### config.mk
export PLATFORM = sky130hd
export DESIGN_NAME = digit_serial_subtractor
export DESIGN_NICKNAME = d
export VERILOG_FILES = /design/src/rtl/digit_serial_subtractor.sv
export SDC_FILE = /design/constraint.sdc
export NUM_CORES = 1
export LEC_CHECK = 0
export BUFFER_PORTS_ARGS = -buffer_cell sky130_fd_sc_hd__buf_2
export CAP_MARGIN = 5
export CORE_ASPECT_RATIO = 2
export CORE_MARGIN = 2
export CORE_UTILIZATION = 45
export DETAILED_ROUTE_END_ITERATION = 7
export GPL_TIMING_DRIVEN = 0
export PLACE_DENSITY = 0.75
export REMOVE_ABC_BUFFERS = 1
export SYNTH_ARGS = -nofsm -noshare
export SYNTH_HDL_FRONTEND = slang
export SYNTH_SLANG_ARGS = --single-unit
### constraint.sdc
create_clock -name clk -period 3.55 [get_ports clk]
set_clock_uncertainty 0.2 [all_clocks]
set_input_delay 0.71 -clock clk [delete_from_list [all_inputs] [get_ports clk]]
set_output_delay 0.71 -clock clk [all_outputs]
set_load 0.01 [all_outputs]
### src/rtl/digit_serial_subtractor.sv
// Digit-serial subtractor: diff = a - b - bin, DIGIT bits per clock, with borrow-out, zero and signed-overflow flags.
// Optional unsigned saturation (clamp to 0 on final borrow) is enabled by defining SUB_SAT_EN.
module digit_serial_subtractor #(
    parameter int WIDTH = 16,
    parameter int DIGIT = 4
) (
    input  logic             clk,
    input  logic             rst,
    input  logic             start,
    input  logic [WIDTH-1:0] a,
    input  logic [WIDTH-1:0] b,
    input  logic             bin,
    output logic             ready,
    output logic             busy,
    output logic             done,
    output logic [WIDTH-1:0] diff,
    output logic             bout,
    output logic             zero,
    output logic             ovf
);

    localparam int NSTEP = WIDTH / DIGIT;
    localparam int CW    = (NSTEP > 1) ? $clog2(NSTEP) : 1;

    typedef enum logic [1:0] {
        S_IDLE = 2'd0,
        S_RUN  = 2'd1,
        S_DONE = 2'd2
    } state_t;

    state_t           state_q, state_d;
    logic [WIDTH-1:0] a_q, a_d, b_q, b_d, res_q, res_d, diff_q, diff_d;
    logic             a_msb_q, a_msb_d, b_msb_q, b_msb_d, brw_q, brw_d;
    logic [CW-1:0]    cnt_q, cnt_d;
    logic             ready_q, ready_d, busy_q, busy_d, done_q, done_d;
    logic             bout_q, bout_d, zero_q, zero_d, ovf_q, ovf_d;
    logic [DIGIT:0]   dsub_s;
    logic [WIDTH-1:0] fin_s;

    // Shared digit subtractor; operands are shifted right so the active digit is always at the bottom.
    always_comb begin
        dsub_s = {1'b0, a_q[DIGIT-1:0]} - {1'b0, b_q[DIGIT-1:0]} - {{DIGIT{1'b0}}, brw_q};
    end

    // Final result value, optionally clamped on a final borrow.
    always_comb begin
`ifdef SUB_SAT_EN
        if (brw_q) begin
            fin_s = {WIDTH{1'b0}};
        end else begin
            fin_s = res_q;
        end
`else
        fin_s = res_q;
`endif
    end

    // Next-state, datapath and registered-output computation.
    always_comb begin
        state_d = state_q;
        a_d     = a_q;
        b_d     = b_q;
        a_msb_d = a_msb_q;
        b_msb_d = b_msb_q;
        brw_d   = brw_q;
        cnt_d   = cnt_q;
        res_d   = res_q;
        diff_d  = diff_q;
        bout_d  = bout_q;
        zero_d  = zero_q;
        ovf_d   = ovf_q;
        case (state_q)
            S_IDLE: begin
                if (start) begin
                    state_d = S_RUN;
                    a_d     = a;
                    b_d     = b;
                    a_msb_d = a[WIDTH-1];
                    b_msb_d = b[WIDTH-1];
                    brw_d   = bin;
                    cnt_d   = {CW{1'b0}};
                    res_d   = {WIDTH{1'b0}};
                end else begin
                    state_d = S_IDLE;
                end
            end
            S_RUN: begin
                a_d   = a_q >> DIGIT;
                b_d   = b_q >> DIGIT;
                brw_d = dsub_s[DIGIT];
                cnt_d = cnt_q + {{(CW-1){1'b0}}, 1'b1};
                // Result digits enter at the top and drift down, landing LSB-first in place.
                res_d = (res_q >> DIGIT) | (WIDTH'(dsub_s[DIGIT-1:0]) << (WIDTH - DIGIT));
                if (cnt_q == CW'(NSTEP - 1)) begin
                    state_d = S_DONE;
                end else begin
                    state_d = S_RUN;
                end
            end
            S_DONE: begin
                state_d = S_IDLE;
                diff_d  = fin_s;
                bout_d  = brw_q;
                zero_d  = (fin_s == {WIDTH{1'b0}});
                ovf_d   = (a_msb_q != b_msb_q) && (res_q[WIDTH-1] != a_msb_q);
            end
            default: begin
                state_d = S_IDLE;
            end
        endcase
        ready_d = (state_d == S_IDLE);
        busy_d  = (state_d == S_RUN);
        done_d  = (state_q == S_DONE);
    end

    // State, datapath and output registers.
    always_ff @(posedge clk or posedge rst) begin
        if (rst) begin
            state_q <= S_IDLE;
            a_q     <= {WIDTH{1'b0}};
            b_q     <= {WIDTH{1'b0}};
            res_q   <= {WIDTH{1'b0}};
            a_msb_q <= 1'b0;
            b_msb_q <= 1'b0;
            brw_q   <= 1'b0;
            cnt_q   <= {CW{1'b0}};
            ready_q <= 1'b1;
            busy_q  <= 1'b0;
            done_q  <= 1'b0;
            diff_q  <= {WIDTH{1'b0}};
            bout_q  <= 1'b0;
            zero_q  <= 1'b0;
            ovf_q   <= 1'b0;
        end else begin
            state_q <= state_d;
            a_q     <= a_d;
            b_q     <= b_d;
            res_q   <= res_d;
            a_msb_q <= a_msb_d;
            b_msb_q <= b_msb_d;
            brw_q   <= brw_d;
            cnt_q   <= cnt_d;
            ready_q <= ready_d;
            busy_q  <= busy_d;
            done_q  <= done_d;
            diff_q  <= diff_d;
            bout_q  <= bout_d;
            zero_q  <= zero_d;
            ovf_q   <= ovf_d;
        end
    end

    assign ready = ready_q;
    assign busy  = busy_q;
    assign done  = done_q;
    assign diff  = diff_q;
    assign bout  = bout_q;
    assign zero  = zero_q;
    assign ovf   = ovf_q;

endmodule

==> impl_metrics.env, run 1 <==
export IMPL_core_um2=7270
export IMPL_netlist_area_um2=3360
export IMPL_vias=2436
export IMPL_cts_tree="done"
export IMPL_outcome="complete, no violations"
export IMPL_rr_worst_depth=3
export IMPL_switching_power_w=0.00138
export IMPL_grtUsageTotal_pct=18.9
export IMPL_start_util_pct=46.2
export IMPL_finalMaxSlewViolations=0
export IMPL_wirelength_um=6880
export IMPL_final_antenna_net_count=0
export IMPL_final_common_cell="dfrtp_1"
export IMPL_synth_cell_types=34
export IMPL_grt_pass1_wl_um=11800
export IMPL_post_cts_buffers=0
export IMPL_seq_area_frac_synth_pct=57.5
export IMPL_grt_max_degree=58
export IMPL_synthToLayoutAreaGrowth_pct=19.4
export IMPL_yosys_register_bits=77
export IMPL_worstPathRequired_ns=3.57
export IMPL_sequentialPowerShare_pct=39.7
export IMPL_synth_flop_cell="dfrtp_1"
export IMPL_switching_share_pct=35.6
export IMPL_crit_path_max_fanout=26
export IMPL_htree_levels=3
export IMPL_max_freq_ghz=0.421
export IMPL_cts_resized=0
export IMPL_dp_hpwl_um=4800
export IMPL_max_slew_margin_pct=24.4
export IMPL_yosys_warnings=0
export IMPL_clkPwrFrac_pct=24.2
export IMPL_diodes=0
export IMPL_drt_iter0_markers=140
export IMPL_nets=408
export IMPL_holdBufCountCts=0
export IMPL_post_drt_via_cell_ratio=5.30
export IMPL_hold_viol=0
export IMPL_max_cap_viol_count=0
export IMPL_dp_cells=444
export IMPL_peakVddDrop_v=0.000510
export IMPL_clk_pin_slew_ns=0.06
export IMPL_grt_ovfl_total=0
export IMPL_crit_path_start_kind="register"
export IMPL_whs_ns=0.114
export IMPL_grt_pass1_vias=2483
export IMPL_die_h_um=126
export IMPL_num_rows=44
export IMPL_cp_arrival_ns=2.40
export IMPL_cts_buffers=9
export IMPL_post_synth_cell_area_avg_um2=10.7
export IMPL_antenna_found_initial=0
export IMPL_clk_path_buf_depth=2
export IMPL_die_area_um2=8210
export IMPL_wl_per_cell_um=14.9
export IMPL_leakage_nw=1.95
export IMPL_dr_pass1_iters=5
export IMPL_clk_root_buffer_cell="clkbuf_16"
export IMPL_timing_final_crit_share_pct=66.9
export IMPL_setup_viol=0
export IMPL_layout_common_cells="dfrtp_1, nand2_1, buf_2, nor2_1, a31oi_1"
export IMPL_rsz0062_at_grt="no"
export IMPL_gp_congestion=0.786
export IMPL_drive_gt1_share_pct=27.2
export IMPL_die_x_um=65.1
export IMPL_p_int_w=0.00250
export IMPL_syn_inst=313
export IMPL_synth_edf_count=0
export IMPL_p_per_area_nw_per_um2=969
export IMPL_critical_path_class="register to register"
export IMPL_clock_latency_ns=0.34
export IMPL_async_reset_ff_share_pct=100
export IMPL_end_kind="register"
export IMPL_final_cells=460
export IMPL_power_share_combinational_pct=36.1
export IMPL_min_path_type="input port to asynchronous set/reset pin"
export IMPL_drc=0
export IMPL_period_minus_slack_ns=2.37
export IMPL_cts_num_sinks=77
export IMPL_pin_count=58
export IMPL_tightest_slew_ns=1.13
export IMPL_io_buffers=57
-- registers in the layout, summed over array words and instances, names as in the netlist, 2 cells and up --
register / flops
a_q: 16
b_q: 16
cnt_q: 2
diff: 16
fin_s: 16
state_q: 2
-- final cells by class --
cell class	instances	area, um^2
Clock buffer	13	270
Clock inverter	3	42.5
Fill cell	665	3260
Inverter	14	55.1
Multi-Input combinational cell	202	1270
Sequential cell	77	1930
Tap cell	92	115
Timing Repair Buffer	59	328
-- worst max-delay path: stages, from the launching register on --
cell,delay (ns)
dfrtp_1,0.50
nand2b_1,0.67
nor2_2,0.51
mux2_2,0.38
-- final timing paths --
check | slack [ns] | end | startpoint
min in group clk | 0.30 | diff[7] | diff[7]
hold / removal | 0.11 | diff[2] | rst
setup reg to reg | 1.18 | b_msb_q | state_q[1]
hold reg to reg | 0.30 | diff[7] | diff[7]
setup / recovery | 1.18 | b_msb_q | state_q[1]
max in group asynchronous | 2.46 | ready | rst
-- cell usage after synthesis (3+ instances only) --
cell / instances / area [um^2]
nor2b_1: 7 / 43.8
clkbuf_1: 3 / 11.3
buf_4: 4 / 30.0
inv_1: 14 / 52.6
mux2_2: 19 / 214
nand2_1: 58 / 218
dfrtp_1: 76 / 1900
nor2_1: 26 / 97.6
a31oi_1: 26 / 163
a22o_1: 16 / 140
ha_1: 7 / 87.6
a21oi_1: 9 / 45.0
nor4_1: 4 / 25.0
o21ai_0: 10 / 50.1
buf_2: 12 / 60.1
-- layer usage --
| layer | vias up | GRT usage [%] | wire length (um) |
|---|---|---|---|
| met5 | - | 0 | 0 |
| li1 | 1179 | - | - |
| met2 | 56 | 33.8 | 3810 |
| met1 | 1188 | 21.1 | 2640 |
| met4 | 0 | 10.3 | 201 |
| met3 | 13 | 2.68 | 220 |
-- power by group through the flow --
stage | Combinational (W) | Sequential, W | Clock, W
after floorplan | 0.000990 | 0.00153 | 0
after global placement | 0.00135 | 0.00154 | 0
after CTS | 0.00142 | 0.00155 | 0.000950
after global routing | 0.00160 | 0.00160 | 0.000992
final | 0.00140 | 0.00154 | 0.000939
after detailed placement | 0.00141 | 0.00156 | 0
-- stage by stage --
step / power (W) / worst slack [ns] / utilization (%) / TNS (ns) / instance area, um^2
2_1_floorplan: 0.00252 / 0.675 / - / 0 / 3240
3_3_place_gp: 0.00289 / -0.174 / 50.1 / -12.76 / 3640
3_5_place_dp: 0.00297 / 0.866 / 50.8 / 0 / 3690
4_1_cts: 0.00392 / 1.15 / 55.1 / 0 / 4010
5_1_grt: 0.00420 / 0.984 / 55.1 / 0 / 4010
6_report: 0.00388 / 1.18 / 55.1 / 0 / 4010
-- kinds of logic after synthesis --
kind of cell	count (synthesis)	share of synthesized area, %
adder cells (fa/ha/maj)	9	3.80
flip-flops	77	57.5
AND/OR/NAND/NOR	105	13.6
XOR/XNOR	2	0.522
multiplexers	20	6.67
buffers and inverters	34	4.92
AO/OA/AOI/OAI	66	13.0
Note: power is estimated with default switching activity, not from simulation.
==> run 2: changes to the inputs <==
--- a/config.mk
+++ b/config.mk
@@ -12,7 +12,7 @@
 export CORE_UTILIZATION = 45
 export DETAILED_ROUTE_END_ITERATION = 7
 export GPL_TIMING_DRIVEN = 0
-export PLACE_DENSITY = 0.75
+export PLACE_DENSITY = 0.78
 export REMOVE_ABC_BUFFERS = 1
 export SYNTH_ARGS = -nofsm -noshare
 export SYNTH_HDL_FRONTEND = slang
==> constraint.sdc (replaced) <==
create_clock -name clk -period 2 [get_ports clk]
set_clock_uncertainty 0.2 [all_clocks]
set_input_delay 0.4 -clock clk [delete_from_list [all_inputs] [get_ports clk]]
set_output_delay 0.4 -clock clk [all_outputs]
set_load 0.01 [all_outputs]
==> run 2 against run 1 <==
  * Setup slack lost 1.1 ns
  * Combinational power grew 86%
  * Die area is the same
  * Sequential power grew 79%
  * Wire length is essentially flat
  * Sequential share of layout area shrank 1.0 points
  * Cell area grew 2.2%
  * Non-clock buffer count grew 2
  * Critical path depth grew 3
  * Hold slack lost 0.0094 ns
  * First-iteration DRC count grew 29%
  * Critical path type unchanged
  * Highest routed layer unchanged
==> impl_metrics.env, run 2 (synthesis results as in run 1) <==
export IMPL_outcome="complete, no violations"
export IMPL_dr_pass1_iters=4
export IMPL_crit_path_start_kind="register"
export IMPL_crit_path_max_fanout=2
export IMPL_crit_family="adder cells"
export IMPL_die_area_um2=8210
export IMPL_place_ws_ns=-0.370
export IMPL_cp_num_buf_inv=1
export IMPL_layout_common_cells="dfrtp_1, nand2_1, buf_2, nor2_1, a31oi_1"
export IMPL_clock_latency_ns=0.33
export IMPL_grt_pass1_wl_um=11500
export IMPL_rsz0062_at_grt="yes"
export IMPL_die_h_um=126
export IMPL_diodes=0
export IMPL_place_area_um2=3690
export IMPL_final_common_cell="dfrtp_1"
export IMPL_worstSetupEndpoint="fin_s[15]"
export IMPL_rr_worst_depth=6
export IMPL_register_area_um2=1930
export IMPL_r2r_setup_slack_ns=0.05
export IMPL_switching_share_pct=35.1
export IMPL_p_int_w=0.00466
export IMPL_num_rows=44
export IMPL_max_cap_viol_count=0
export IMPL_pin_count=58
export IMPL_grt_ovfl_total=0
export IMPL_leakage_nw=1.97
export IMPL_antenna_found_initial=0
export IMPL_wl_per_cell_um=14.9
export IMPL_worst_path_max_delay_cell="fa_2"
export IMPL_sequentialPowerShare_pct=38.5
export IMPL_drive_gt1_share_pct=29.0
export IMPL_grtUsageTotal_pct=18.6
export IMPL_multi_input_area_um2=1320
export IMPL_power_share_combinational_pct=36.3
export IMPL_final_cells=461
export IMPL_fill_cells=635
export IMPL_clk_root_buffer_cell="clkbuf_16"
export IMPL_post_drt_via_cell_ratio=5.28
export IMPL_nets=410
export IMPL_grt_max_degree=78
export IMPL_critical_path_startpoint="a_q[0]"
export IMPL_critical_path_class="register to register"
export IMPL_peakVddDrop_v=0.000812
export IMPL_tightest_slew_ns=0.628
export IMPL_vias=2435
export IMPL_synthToLayoutAreaGrowth_pct=22.0
export IMPL_path_depth=6
export IMPL_cts_num_sinks=77
export IMPL_gp_congestion=0.800
export IMPL_timing_final_crit_share_pct=97.4
export IMPL_period_minus_slack_ns=1.95
export IMPL_cp_slowest_stage_delay_ns=0.59
export IMPL_start_util_pct=46.2
export IMPL_clk_pin_slew_ns=0.06
export IMPL_r2r_end="fin_s[15]"
export IMPL_highest_signal_layer="met4"
export IMPL_whs_ns=0.105
export IMPL_met3WireLength_um=244
export IMPL_r2r_start="a_q[0]"
export IMPL_clk_path_buf_depth=2
export IMPL_end_kind="register"
export IMPL_drt_iter0_markers=181
export IMPL_fin_ws_ns=0.0528
export IMPL_dp_hpwl_um=4720
export IMPL_finalMaxSlewViolations=0
export IMPL_max_slew_margin_pct=57.9
export IMPL_dp_cells=444
export IMPL_cp_arrival_ns=1.95
export IMPL_drc=0
export IMPL_switching_power_w=0.00252
export IMPL_worstPathRequired_ns=2.00
export IMPL_final_antenna_net_count=0
export IMPL_wirelength_um=6870
export IMPL_htree_levels=3
export IMPL_p_per_area_nw_per_um2=1750
export IMPL_die_x_um=65.1
export IMPL_cts_buffers=9
export IMPL_clkPwrFrac_pct=25.2
export IMPL_core_um2=7270
export IMPL_grt_pass1_vias=2373
export IMPL_hold_viol=0
export IMPL_setup_viol=0
export IMPL_min_path_type="input port to register"
export IMPL_cts_tree="done"
export IMPL_max_freq_ghz=0.514
export IMPL_io_buffers=57
export IMPL_design_area_um2=4090
export IMPL_met2_length_um=3730
export IMPL_met1_length_um=2630
export IMPL_worstPathCellList="fa_2 -> inv_2 -> ha_4 -> o21ai_2 -> and4_1 -> o31ai_1"
[run 2: changes by cell type in the layout (fill, tap and decap cells not counted), moves of 2 or more]
cell,delta
clkbuf_8,-3
bufinv_16,+2
fa_1,-2
fa_2,+2
nand2b_4,+2
[run 2: what timing repair did]
| item | in CTS | in global routing |
|---|---|---|
| pin swaps | 1 | 1 |
| buffers inserted | 1 | 0 |
| hold buffers | 1 | 0 |
| gates resized for setup | 8 | 6 |
| endpoints found under the setup margin | 43 | 37 |
| hold endpoints to repair | 76 | 0 |
[run 2: power groups by stage]
stage | logic [W] | clock network, W | registers [W]
floorplan | 0.00176 | 0 | 0.00271
global placement | 0.00238 | 0 | 0.00273
detailed placement | 0.00250 | 0 | 0.00277
CTS | 0.00259 | 0.00184 | 0.00275
global route | 0.00296 | 0.00191 | 0.00285
finish | 0.00261 | 0.00181 | 0.00276
[run 2: cell type report]
type / instances / share of cell area, %
Clock buffer: 10 / 5.59
Tap cell: 92 / 2.81
Timing Repair Buffer: 61 / 8.44
Inverter: 14 / 1.34
Sequential cell: 77 / 47.1
Clock inverter: 5 / 2.44
Multi-Input combinational cell: 202 / 32.3
[run 2: layer usage]
layer,global-route usage (%),vias to the layer above
li1,-,1175
met1,21.9,1186
met2,30.3,58
met3,5.00,16
met4,10.3,0
met5,0,-
[run 2: worst register-to-register path, cell delays in order (launching register included)]
cell and delay [ns]:
dfrtp_1 0.40, fa_2 0.59, inv_2 0.05, ha_4 0.15, o21ai_2 0.15, and4_1 0.21, o31ai_1 0.07
[run 2: worst min path at each step]
stage / to / depth (start not counted) / from
CTS: a_q[12] / 2 / a[12]
global placement: diff[10] / 1 / diff[10]
global route: a_q[13] / 2 / a[13]
finish: a_q[12] / 2 / a[12]
detailed placement: a_q[12] / 1 / a_q[12]
floorplan: a_q[12] / 1 / a_q[12]
[run 2: per-stage QoR]
stage | utilization (%) | TNS (ns) | power [W]
floorplan | - | -43.31 | 0.00447
global placement | 50.1 | -126.16 | 0.00511
detailed placement | 50.8 | -4.29 | 0.00527
CTS | 56.0 | 0 | 0.00718
global route | 56.3 | -0.350 | 0.00773
finish | 56.3 | 0 | 0.00717
==> run 3: changes to the inputs <==
--- a/config.mk
+++ b/config.mk
@@ -5,7 +5,7 @@
 export SDC_FILE = /design/constraint.sdc
 export NUM_CORES = 1
 export LEC_CHECK = 0
-export BUFFER_PORTS_ARGS = -buffer_cell sky130_fd_sc_hd__buf_2
+export BUFFER_PORTS_ARGS = -buffer_cell sky130_fd_sc_hd__buf_4
 export CAP_MARGIN = 5
 export CORE_ASPECT_RATIO = 2
 export CORE_MARGIN = 2
@@ -13,7 +13,9 @@
 export DETAILED_ROUTE_END_ITERATION = 7
 export GPL_TIMING_DRIVEN = 0
 export PLACE_DENSITY = 0.78
+export RECOVER_POWER = 25
 export REMOVE_ABC_BUFFERS = 1
+export SLEW_MARGIN = 20
 export SYNTH_ARGS = -nofsm -noshare
 export SYNTH_HDL_FRONTEND = slang
 export SYNTH_SLANG_ARGS = --single-unit
==> run 3 against run 2 <==
  * Via count up 2.5%
  * Cell area up 2.5%
  * Maximum frequency down 0.80%
  * Register-to-register slack worse by 0.02 ns
  * First-iteration DRC count down 20%
  * Sequential power about the same
  * Hold slack worse by 0.0017 ns
  * Die area unchanged
  * Critical path depth up 1
  * Flip-flop and latch count unchanged
  * Critical path type unchanged
  * Critical endpoint unchanged
==> impl_metrics.env, run 3 (synthesis results as in run 1) <==
export IMPL_outcome="complete, no violations"
export IMPL_peakVddDrop_v=0.000713
export IMPL_num_rows=44
export IMPL_crit_path_start_kind="register"
export IMPL_rsz0062_at_grt="yes"
export IMPL_met1_length_um=2570
export IMPL_grt_pass1_wl_um=11800
export IMPL_diodes=0
export IMPL_cts_num_sinks=77
export IMPL_die_h_um=126
export IMPL_met2_length_um=3970
export IMPL_cts_tree="done"
export IMPL_timing_final_crit_share_pct=98.1
export IMPL_clk_root_buffer_cell="clkbuf_16"
export IMPL_p_per_area_nw_per_um2=1690
export IMPL_whs_ns=0.103
export IMPL_max_cap_viol_count=0
export IMPL_gp_congestion=0.813
export IMPL_worst_path_max_delay_cell="fa_2"
export IMPL_vias=2496
export IMPL_grtUsageTotal_pct=19.1
export IMPL_drt_iter0_markers=145
export IMPL_dr_pass1_iters=4
export IMPL_io_buffers=57
export IMPL_min_path_type="input port to register"
export IMPL_post_drt_via_cell_ratio=5.38
export IMPL_grt_pass1_vias=2494
export IMPL_cts_buffers=9
export IMPL_setup_viol=0
export IMPL_dp_cells=445
export IMPL_highest_signal_layer="met4"
export IMPL_synthToLayoutAreaGrowth_pct=25.1
export IMPL_start_util_pct=46.2
export IMPL_fin_ws_ns=0.0370
export IMPL_nets=412
export IMPL_cp_slowest_stage_delay_ns=0.53
export IMPL_finalMaxSlewViolations=0
export IMPL_hold_viol=0
export IMPL_max_freq_ghz=0.509
export IMPL_htree_levels=3
export IMPL_clk_pin_slew_ns=0.06
export IMPL_antenna_found_initial=0
export IMPL_critical_path_class="register to register"
export IMPL_dp_hpwl_um=5000
export IMPL_clk_path_buf_depth=2
export IMPL_leakage_nw=2.00
export IMPL_fill_cells=642
export IMPL_die_area_um2=8210
export IMPL_cp_arrival_ns=1.98
export IMPL_place_ws_ns=-0.389
export IMPL_drive_gt1_share_pct=28.8
export IMPL_pin_count=58
export IMPL_max_slew_margin_pct=39.1
export IMPL_met3WireLength_um=277
export IMPL_total_power_w=0.00708
export IMPL_grt_max_degree=57
export IMPL_wl_per_cell_um=15.3
export IMPL_grt_ovfl_total=0
export IMPL_drc=0
export IMPL_final_antenna_net_count=0
export IMPL_worstPathCellList="inv_2 -> fa_2 -> inv_1 -> ha_1 -> o21ai_2 -> and4_1 -> o31ai_1"
export IMPL_core_um2=7270
export IMPL_wirelength_um=7120
export IMPL_end_kind="register"
export IMPL_layout_common_cells="dfrtp_1, nand2_1, buf_4, nor2_1, a31oi_1"
export IMPL_period_minus_slack_ns=1.96
export IMPL_crit_path_max_fanout=2
export IMPL_worstPathRequired_ns=2.01
export IMPL_clock_latency_ns=0.33
export IMPL_final_cells=464
export IMPL_final_common_cell="dfrtp_1"
export IMPL_die_x_um=65.1
export IMPL_tightest_slew_ns=0.913
[run 3: changes by cell type in the layout (fill, tap and decap cells not counted), moves of 2 or more]
cell / delta
clkbuf_8: +2
bufinv_16: -3
clkbuf_1: +3
buf_2: -57
buf_4: +56
[run 3: report_power, final]
group	switching [W]	leakage [nW]	internal (W)
Sequential	0.000530	0.967	0.00225
Clock	0.000583	0.137	0.000904
Combinational	0.00142	0.893	0.00139
Total	0.00253	2.00	0.00454
[run 3: worst paths after layout]
check                        start          to  slack (ns)  cells after the start
min in group asynchronous      rst  state_q[0]        0.63                      3
setup / recovery             brw_q   fin_s[15]        0.04                      7
setup reg to reg             brw_q   fin_s[15]        0.04                      7
hold reg to reg            a_q[13]     a_q[13]        0.30                      1
hold / removal               a[13]     a_q[13]        0.10                      2
max in group asynchronous      rst       ready        0.18                      4
[run 3: layout make-up]
type	count	area (um^2)	share of cell area, %
repair buffers	63	515	12.3
multi-input cells	202	1310	31.3
clock buffers	14	264	6.29
well taps	92	115	2.74
clock inverters	2	10.0	0.238
inverters	14	52.6	1.25
flip-flops and latches	77	1930	45.9
[run 3: layer usage]
metal / up-vias / track usage [%]
met5: - / 0
met4: 0 / 13.1
met3: 21 / 3.48
met2: 75 / 32.4
met1: 1218 / 21.1
li1: 1182 / -
[run 3: critical path, delay by kind of cell (launching register included)]
kind,cells,cell delay [ns]
compound gates,2,0.22
fa+ha+maj,2,0.71
simple gates,1,0.20
flops,1,0.42
buf+inv,2,0.10
[run 3: repair_timing]
item / 4_1_cts / 5_1_grt
pin swaps: 3 / 4
resized for setup: 11 / 4
hold endpoints to repair: 21 / 0
cloned: 0 / 0
setup endpoints to repair: 40 / 26
hold buffers: 1 / 0
buffers inserted: 1 / 1
[run 3: stage by stage]
step / TNS, ns / area [um^2] / util [%]
after floorplan: -43.31 / 3240 / -
after global placement: -126.71 / 3790 / 52.1
after detailed placement: -3.78 / 3860 / 53.1
after CTS: 0 / 4180 / 57.5
after global routing: -0.0323 / 4200 / 57.8
final: 0 / 4200 / 57.8
